**src/rtl/ula_arbitro_logico.sv**
```systemverilog
// Round-robin arbiter sharing one ULA_logico between two requesters, with
// registered ULA operands, a settle counter and a tagged valid/ready response.
module ula_arbitro_logico #(
  parameter int WIDTH       = 6,
  parameter int SEL_W       = 4,
  parameter int EXEC_CYCLES = 1
) (
  input  logic             clk,
  input  logic             rst_n,
  input  logic             req0_valid,
  input  logic [WIDTH-1:0] req0_a,
  input  logic [WIDTH-1:0] req0_b,
  input  logic [SEL_W-1:0] req0_sel,
  output logic             req0_ready,
  input  logic             req1_valid,
  input  logic [WIDTH-1:0] req1_a,
  input  logic [WIDTH-1:0] req1_b,
  input  logic [SEL_W-1:0] req1_sel,
  output logic             req1_ready,
  output logic [WIDTH-1:0] ula_a,
  output logic [WIDTH-1:0] ula_b,
  output logic [SEL_W-1:0] ula_sel,
  input  logic [WIDTH-1:0] ula_saida,
  output logic             resp_valid,
  output logic             resp_id,
  output logic [WIDTH-1:0] resp_data,
  output logic             resp_err,
  input  logic             resp_ready,
  output logic             busy
);

  typedef enum logic [1:0] {IDLE, EXEC, RESP} state_t;

  localparam logic [3:0] CNT_INIT = 4'(EXEC_CYCLES - 1);

  state_t           state;
  logic             rr_last;
  logic [3:0]       cnt;
  logic             grant1;
  logic             accept;
  logic [WIDTH-1:0] a_in;
  logic [WIDTH-1:0] b_in;
  logic [SEL_W-1:0] sel_in;

  // rr_last holds the id served last; on a tie the other requester wins.
  always_comb begin
    grant1     = req1_valid & (~req0_valid | ~rr_last);
    accept     = (state == IDLE) & (req0_valid | req1_valid);
    req0_ready = (state == IDLE) & req0_valid & ~grant1;
    req1_ready = (state == IDLE) & grant1;
    a_in       = grant1 ? req1_a   : req0_a;
    b_in       = grant1 ? req1_b   : req0_b;
    sel_in     = grant1 ? req1_sel : req0_sel;
    busy       = (state != IDLE);
  end

  always_ff @(posedge clk or negedge rst_n) begin
    if (!rst_n) begin
      state      <= IDLE;
      rr_last    <= 1'b1;
      cnt        <= '0;
      ula_a      <= '0;
      ula_b      <= '0;
      ula_sel    <= '0;
      resp_valid <= 1'b0;
      resp_id    <= 1'b0;
      resp_data  <= '0;
      resp_err   <= 1'b0;
    end else begin
      case (state)
        IDLE: begin
          if (accept) begin
            resp_id <= grant1;
            // Non-logic selects never reach the ULA; answer with an error at once.
            if (!sel_in[SEL_W-1]) begin
              resp_err   <= 1'b1;
              resp_data  <= '0;
              resp_valid <= 1'b1;
              state      <= RESP;
            end else begin
              ula_a   <= a_in;
              ula_b   <= b_in;
              ula_sel <= sel_in;
              cnt     <= CNT_INIT;
              state   <= EXEC;
            end
          end
        end
        EXEC: begin
          if (cnt == 4'd0) begin
            resp_data  <= ula_saida;
            resp_err   <= 1'b0;
            resp_valid <= 1'b1;
            state      <= RESP;
          end else begin
            cnt <= cnt - 4'd1;
          end
        end
        RESP: begin
          if (resp_ready) begin
            resp_valid <= 1'b0;
            rr_last    <= resp_id;
            state      <= IDLE;
          end
        end
        default: state <= IDLE;
      endcase
    end
  end

endmodule

```
**config.mk**
```make
export PLATFORM = sky130hd
export DESIGN_NAME = ula_arbitro_logico
export DESIGN_NICKNAME = d
export VERILOG_FILES = /design/src/rtl/ula_arbitro_logico.sv
export SDC_FILE = /design/constraint.sdc
export NUM_CORES = 1
export LEC_CHECK = 0
export ABC_AREA = 0
export CAP_MARGIN = 25
export CORE_MARGIN = 5
export CORE_UTILIZATION = 42
export DETAILED_ROUTE_END_ITERATION = 10
export GPL_TIMING_DRIVEN = 0
export HOLD_SLACK_MARGIN = 0.03
export PLACE_DENSITY = 0.81
export RECOVER_POWER = 25
export SLEW_MARGIN = 10
export SYNTH_ARGS = -nofsm -noshare
export SYNTH_HDL_FRONTEND = slang
export SYNTH_SLANG_ARGS = --single-unit
```
**constraint.sdc**
```tcl
create_clock -name clk -period 2.2 [get_ports clk]
set_clock_uncertainty 0.1 [all_clocks]
set_input_delay 0.55 -clock clk [delete_from_list [all_inputs] [get_ports clk]]
set_output_delay 0.55 -clock clk [all_outputs]
set_load 0.01 [all_outputs]
```
==> flow_summary.ini, run 1 <==
[yosys]
yosysTopAreaCell = dfrtp_1
synth_ff_type = dfrtp_1
synth_xor_area_share_pct = 0.5380
yosysWarnings = 0
synth_top_cell_area_share_pct = 47.66
netlist_top_cells_area = dfrtp_1 (48%), mux2_2 (16%), mux2_4 (7.4%), mux2i_1 (4.3%), nand2_1 (2.5%)
async_flop_share_pct = 100.0
synthCells = 129
synth_compound_area_share_pct = 5.380
yosys.area_share.simple_pct = 10.07
synth_cell_types = 33
yosys.area_share.adder_pct = 1.537
syn-cell-area_sq_um = 1628
synth_nets = 174
synth_top_family_by_area = multiplexers
syn_avg_cell_area_sq_um = 12.62
synth_mux_area_share_pct = 28.98
seq_area_frac_synth_pct = 49.27
ys_ff_latch = 32
synth-edff-count = 0

[timing]
fin_crit_ns = 2.194
slew_headroom_pct = -13.34
setup-violations-final = 0
period_share_pct = 99.72
max_clock_freq_mhz = 455.8
setup_ws_ns = 0.006059
hold_viol = 0
maxSlewViolCount = 33
worstMarginPinSlew_ns = 1.700

[layout]
antenna_cells = 0
synthToLayoutAreaGrowth_pct = 54.42
regArea_sq_um = 802.0
multiInputGateArea_sq_um = 767.0
stdcell_area_sq_um = 2514
drive_above_1_share_pct = 24.88
nets = 253
post-route-util_pct = 67.64
nFillCells = 281
fin_cells = 257

[route]
via_count = 1253
via_per_inst = 4.875
wl_per_cell_um = 16.08
ant_nets = 0
dr.first_iter.drc_count = 58
finalWirelength_um = 4132
first_pass_iters = 2
drc = 0

[clock_tree]
numClockSinks = 32
htree_levels = 2
worst_skew_pair.late_latency_ns = 0.27
path_clk_slew_ns = 0.06
ctsRootBufferMaster = clkbuf_8
hold_buffers = 0
numCtsBuffers = 5
cts_buffer_depth = 2
cts_tree = done

[critical_path]
cp-start-kind = input port
path_class = input port to primary output
critPathRequiredTime_ns = 1.55
end_kind = primary output
worstPathMaxFanout = 10
crit_arrival_ns = 1.54

[place]
dpl_cell_area_sq_um = 2384
portBuffers = 70
place.gp.congestion = 0.7727
dp_hpwl_um = 3082
dp_slack_ns = -1.087
dp_cells = 247

[run_status]
failed_checks = max-capacitance violations, max-slew violations
status = complete, but fails checks

[power_and_ir_drop]
pwr-share-comb_pct = 50.8
clockPowerShare_pct = 14.9
power.leakage_uw = 0.001111
sw_frac_of_total_pct = 33.20
cellInternalPower_uw = 2039
p_switching_uw = 1013
power_uw = 3053
pwr_density_cell_nw_per_um2 = 1214
ir_worst_vdd_mv = 0.6395
pwr-share-seq_pct = 34.3

[flow_run]
cap_viol_max_count = 1

[floorplanning]
start_util_pct = 43.80
pin_count = 71
dieWidth_um = 72.26
num_rows = 22
dieArea_sq_um = 5221
core_area_sq_um = 3716
die_y_um = 72.26

[global_route]
grt_pass1_vias = 1359
grt_use_total_pct = 16.85
antenna_found_initial = 0
grt_first_pass_wirelength_um = 6727
grt_max_degree = 33
overflow = 0

[worst_hold_path]
hold_path_class = flop to flop
==> synth_stat cells, types with 2 or more instances <==
| cell | number |
|---|---|
| dfrtp_1 | 31 |
| mux2_2 | 23 |
| nand2_1 | 11 |
| inv_1 | 9 |
| mux2_4 | 8 |
| mux2i_1 | 7 |
| nor2_1 | 7 |
| o21ai_0 | 4 |
| nor2b_1 | 3 |
| ha_1 | 2 |
| nand2b_1 | 2 |
==> stage by stage <==
stage | TNS, ns | hold WS, ns
floorplan | 0 | 0.1544
global placement | -10.49 | 0.3492
detailed placement | -9.984 | 0.3630
CTS | 0 | 0.2433
global route | -0.01219 | 0.4179
finish | 0 | 0.3758
==> critical path, cell delays in order <==
cell and delay (ns):
dlygate4sd2_1 0.27, a21boi_2 0.17, buf_6 0.13, clkbuf_16 0.16
and2_4 0.16, buf_6 0.11
==> cells by family after synthesis <==
family          count (synthesis)
simple gates                   31
fa+ha+maj                       2
compound gates                 11
mux                            39
flops                          32
buf+inv                        13
xor+xnor                        1
==> routing by layer <==
| layer | GRT usage, % | vias up | wire length [um] |
|---|---|---|---|
| met5 | 0 | - | 0 |
| met4 | 6.263 | 0 | 78 |
| met3 | 5.125 | 6 | 228 |
| met2 | 30.94 | 40 | 2279 |
| met1 | 17.95 | 608 | 1545 |
| li1 | - | 599 | - |
==> area by class of cell <==
class,instances,share of cell area (%)
flip-flops and latches,32,31.91
multi-input cells,84,30.51
repair buffers,72,28.02
clock buffers,8,3.584
well taps,48,2.389
plain buffers,4,2.240
inverters,9,1.344
==> timing repair <==
action,in CTS,in global routing
gates resized for setup,14,5
pin swaps,0,1
setup endpoints to repair,11,2
setup buffers,2,0
==> power by group through the flow <==
| stage | clock, uW | combinational [uW] | sequential, uW |
|---|---|---|---|
| floorplan | 0 | 749 | 1120 |
| global placement | 0 | 1490 | 1020 |
| detailed placement | 0 | 1520 | 1040 |
| CTS | 466 | 1550 | 1040 |
| global route | 505 | 1670 | 1090 |
| finish | 454 | 1550 | 1050 |
==> final timing paths <==
check	start	to	slack (ns)	depth (start not counted)
worst min-delay path	ula_sel[3]$_DFFE_PN0P_	ula_sel[3]$_DFFE_PN0P_	0.38	1
worst min register to register	ula_sel[3]$_DFFE_PN0P_	ula_sel[3]$_DFFE_PN0P_	0.38	1
worst max register to register	rr_last$_DFFE_PN1P_	resp_data[2]$_DFFE_PN0P_	0.19	7
max in group asynchronous	rst_n	cnt[3]$_DFFE_PN0P_	0.41	1
min in group asynchronous	rst_n	resp_valid$_DFFE_PN0P_	0.62	1
worst max-delay path	req1_valid	req1_ready	0.006	6
==> layout by cell type (no fill, tap or decap), drive strengths merged <==
cell type,Yosys,final
clkdlybuf4s50,0,65
dfrtp,31,31
mux2,31,31
nand2,11,11
clkbuf,1,10
inv,9,9
mux2i,8,8
nor2,8,8
buf,3,7
o21ai,5,5
nor2b,3,3
nand2b,2,2
ha,2,2
a22oi,2,2
a21boi,1,1
and2,1,1
o22ai,1,1
nor3,1,1
or2,1,1
nand3b,1,1
a21o,1,1
a22o,1,1
nand4b,1,1
xor2,1,1
and3,1,1
nand3,1,1
clkdlybuf4s15,0,1
dlygate4sd2,0,1
dfstp,1,1
==> flip-flops by register name, summed over array words and instances, names as in the netlist, 2 cells and up <==
signal     cells
ula_b          6
ula_sel        4
state          2
resp_data      6
cnt            4
ula_a          6
(Power assumes the default switching activity.)
==> run 2, diff against run 1 <==
- GPL_TIMING_DRIVEN: 0 -> not set
- clock period: 2.2 -> 2.3 ns (I/O delays scaled with it)
==> flow_summary.ini, run 2 (same netlist as run 1, synthesis figures left out) <==
[timing]
setup_tns_ns = 0
slew_headroom_pct = 49.14
maxSlewViolCount = 0
hold_viol = 0
fin_crit_ns = 2.267
worstMarginPinSlew_ns = 0.7629
period_share_pct = 98.56
setup_ws_ns = 0.03306
setup-violations-final = 0
max_clock_freq_mhz = 441.1

[floorplanning]
die_y_um = 72.26
core_area_sq_um = 3716
pin_count = 71
start_util_pct = 43.80
dieArea_sq_um = 5221
num_rows = 22
dieWidth_um = 72.26

[critical_path]
crit_chain = clkdlybuf4s50_1 -> a21boi_4 -> and2_1 -> clkbuf_2
worstPathMaxFanout = 3
cp-start-kind = input port
slowest_stage = clkdlybuf4s50_1
critPathRequiredTime_ns = 1.62
path_buf_inv = 2
cp_slowest_stage_delay_ns = 0.50
path_class = input port to primary output
cp_top_family = buffers and inverters
ff2ff_path_depth = 5
cp.depth = 4
crit_arrival_ns = 1.59
rrSetupSlack_ns = 0.39
end_kind = primary output

[global_route]
grt_pass1_vias = 1437
overflow = 0
use_met3_pct = 4.709
grt_first_pass_wirelength_um = 6568
grtUsageMet1_pct = 16.21
antenna_found_initial = 0
grt_max_degree = 33
grt_use_total_pct = 16.33
met2_usage_pct = 30.54
grt_busiest_layer = met2

[clock_tree]
htree_levels = 2
numCtsBuffers = 5
worst_skew_pair.late_latency_ns = 0.28
path_clk_slew_ns = 0.06
ctsRootBufferMaster = clkbuf_8
cts_tree = done
cts_buffer_depth = 2
numClockSinks = 32
hold_buffers = 0

[layout]
regArea_sq_um = 803.3
final_common_cell = clkdlybuf4s50_1
top_regs = resp_data (6), ula_a (6), ula_b (6)
nFillCells = 290
drive_above_1_share_pct = 25.59
stdcell_area_sq_um = 2531
synthToLayoutAreaGrowth_pct = 55.50
final_cell_mix = clkdlybuf4s50_1 (66), dfrtp_1 (30), mux2_2 (23), nand2_1 (11), inv_1 (9)
multiInputGateArea_sq_um = 767.0
antenna_cells = 0
fin_cells = 259
nets = 255

[worst_hold_path]
hold_path_class = flop to flop
worstHoldPathCells = 1

[route]
first_pass_iters = 4
via_count = 1282
via_per_inst = 4.950
wl_per_cell_um = 15.02
ant_nets = 0
drc = 0
dr.first_iter.drc_count = 62
finalWirelength_um = 3891

[flow_run]
cap_viol_max_count = 0

[power_and_ir_drop]
cellInternalPower_uw = 2024
power_uw = 2999
pwr_density_cell_nw_per_um2 = 1185
sw_frac_of_total_pct = 32.51
clockPowerShare_pct = 17.3
ir_worst_vdd_mv = 0.6845
power.leakage_uw = 0.001129
pwr-share-comb_pct = 49.3
pwr-share-seq_pct = 33.4
p_switching_uw = 975.1

[place]
portBuffers = 70
place.gp.congestion = 0.7814
dp_hpwl_um = 3072
dp_cells = 251
dpl_cell_area_sq_um = 2414
dp_slack_ns = -0.3494

[run_status]
status = completed
## run 2: final timing paths
check,startpoint,end
max,req1_valid,req1_ready
min,ula_sel[3]$_DFFE_PN0P_,ula_sel[3]$_DFFE_PN0P_
max reg2reg,rr_last$_DFFE_PN1P_,ula_a[2]$_DFFE_PN0P_
min reg2reg,ula_sel[3]$_DFFE_PN0P_,ula_sel[3]$_DFFE_PN0P_
max in group asynchronous,rst_n,state[1]$_DFFE_PN0P_
min in group asynchronous,rst_n,state[1]$_DFFE_PN0P_
## run 2: stage by stage
step	utilization, %	hold WS [ns]
3_3_place_gp	64.95	0.3488
4_1_cts	67.78	0.3718
2_1_floorplan	-	0.1794
3_5_place_dp	64.95	0.3611
5_1_grt	68.11	0.4166
6_report	68.11	0.3702
## run 2: metal layers
metal	share of wire (%)	vias up
met3	6.2	8
met1	35	629
met2	56	46
met5	0	-
li1	-	599
met4	2.4	0
## run 2: worst reg2reg max path, delay by kind of cell, from the launching register on
family	cells	cell delay, ns
simple gates	1	0.30
mux	2	0.61
buf+inv	1	0.17
flops	1	0.56
compound gates	1	0.06
## run 2: power groups by stage
stage          registers [uW]  logic [uW]  clock network [uW]
2_1_floorplan            1070         716                   0
3_3_place_gp              983        1440                   0
3_5_place_dp             1010        1490                   0
4_1_cts                   998        1490                 531
5_1_grt                  1040        1590                 570
6_report                 1000        1480                 519
## run 2: what timing repair did
action	4_1_cts	5_1_grt
pin swaps	1	1
setup buffers	0	0
endpoints found under the setup margin	12	27
gates resized for setup	2	8
hold endpoints to repair	0	0
## run 2: final cells by class
| type | instances | share of cell area (%) |
|---|---|---|
| sequential | 32 | 31.74 |
| multi-input combinational | 84 | 30.30 |
| timing repair buffer | 78 | 30.00 |
| clock buffer | 6 | 2.867 |
| tap | 48 | 2.373 |
| clock inverter | 2 | 1.384 |
| inverter | 9 | 1.335 |
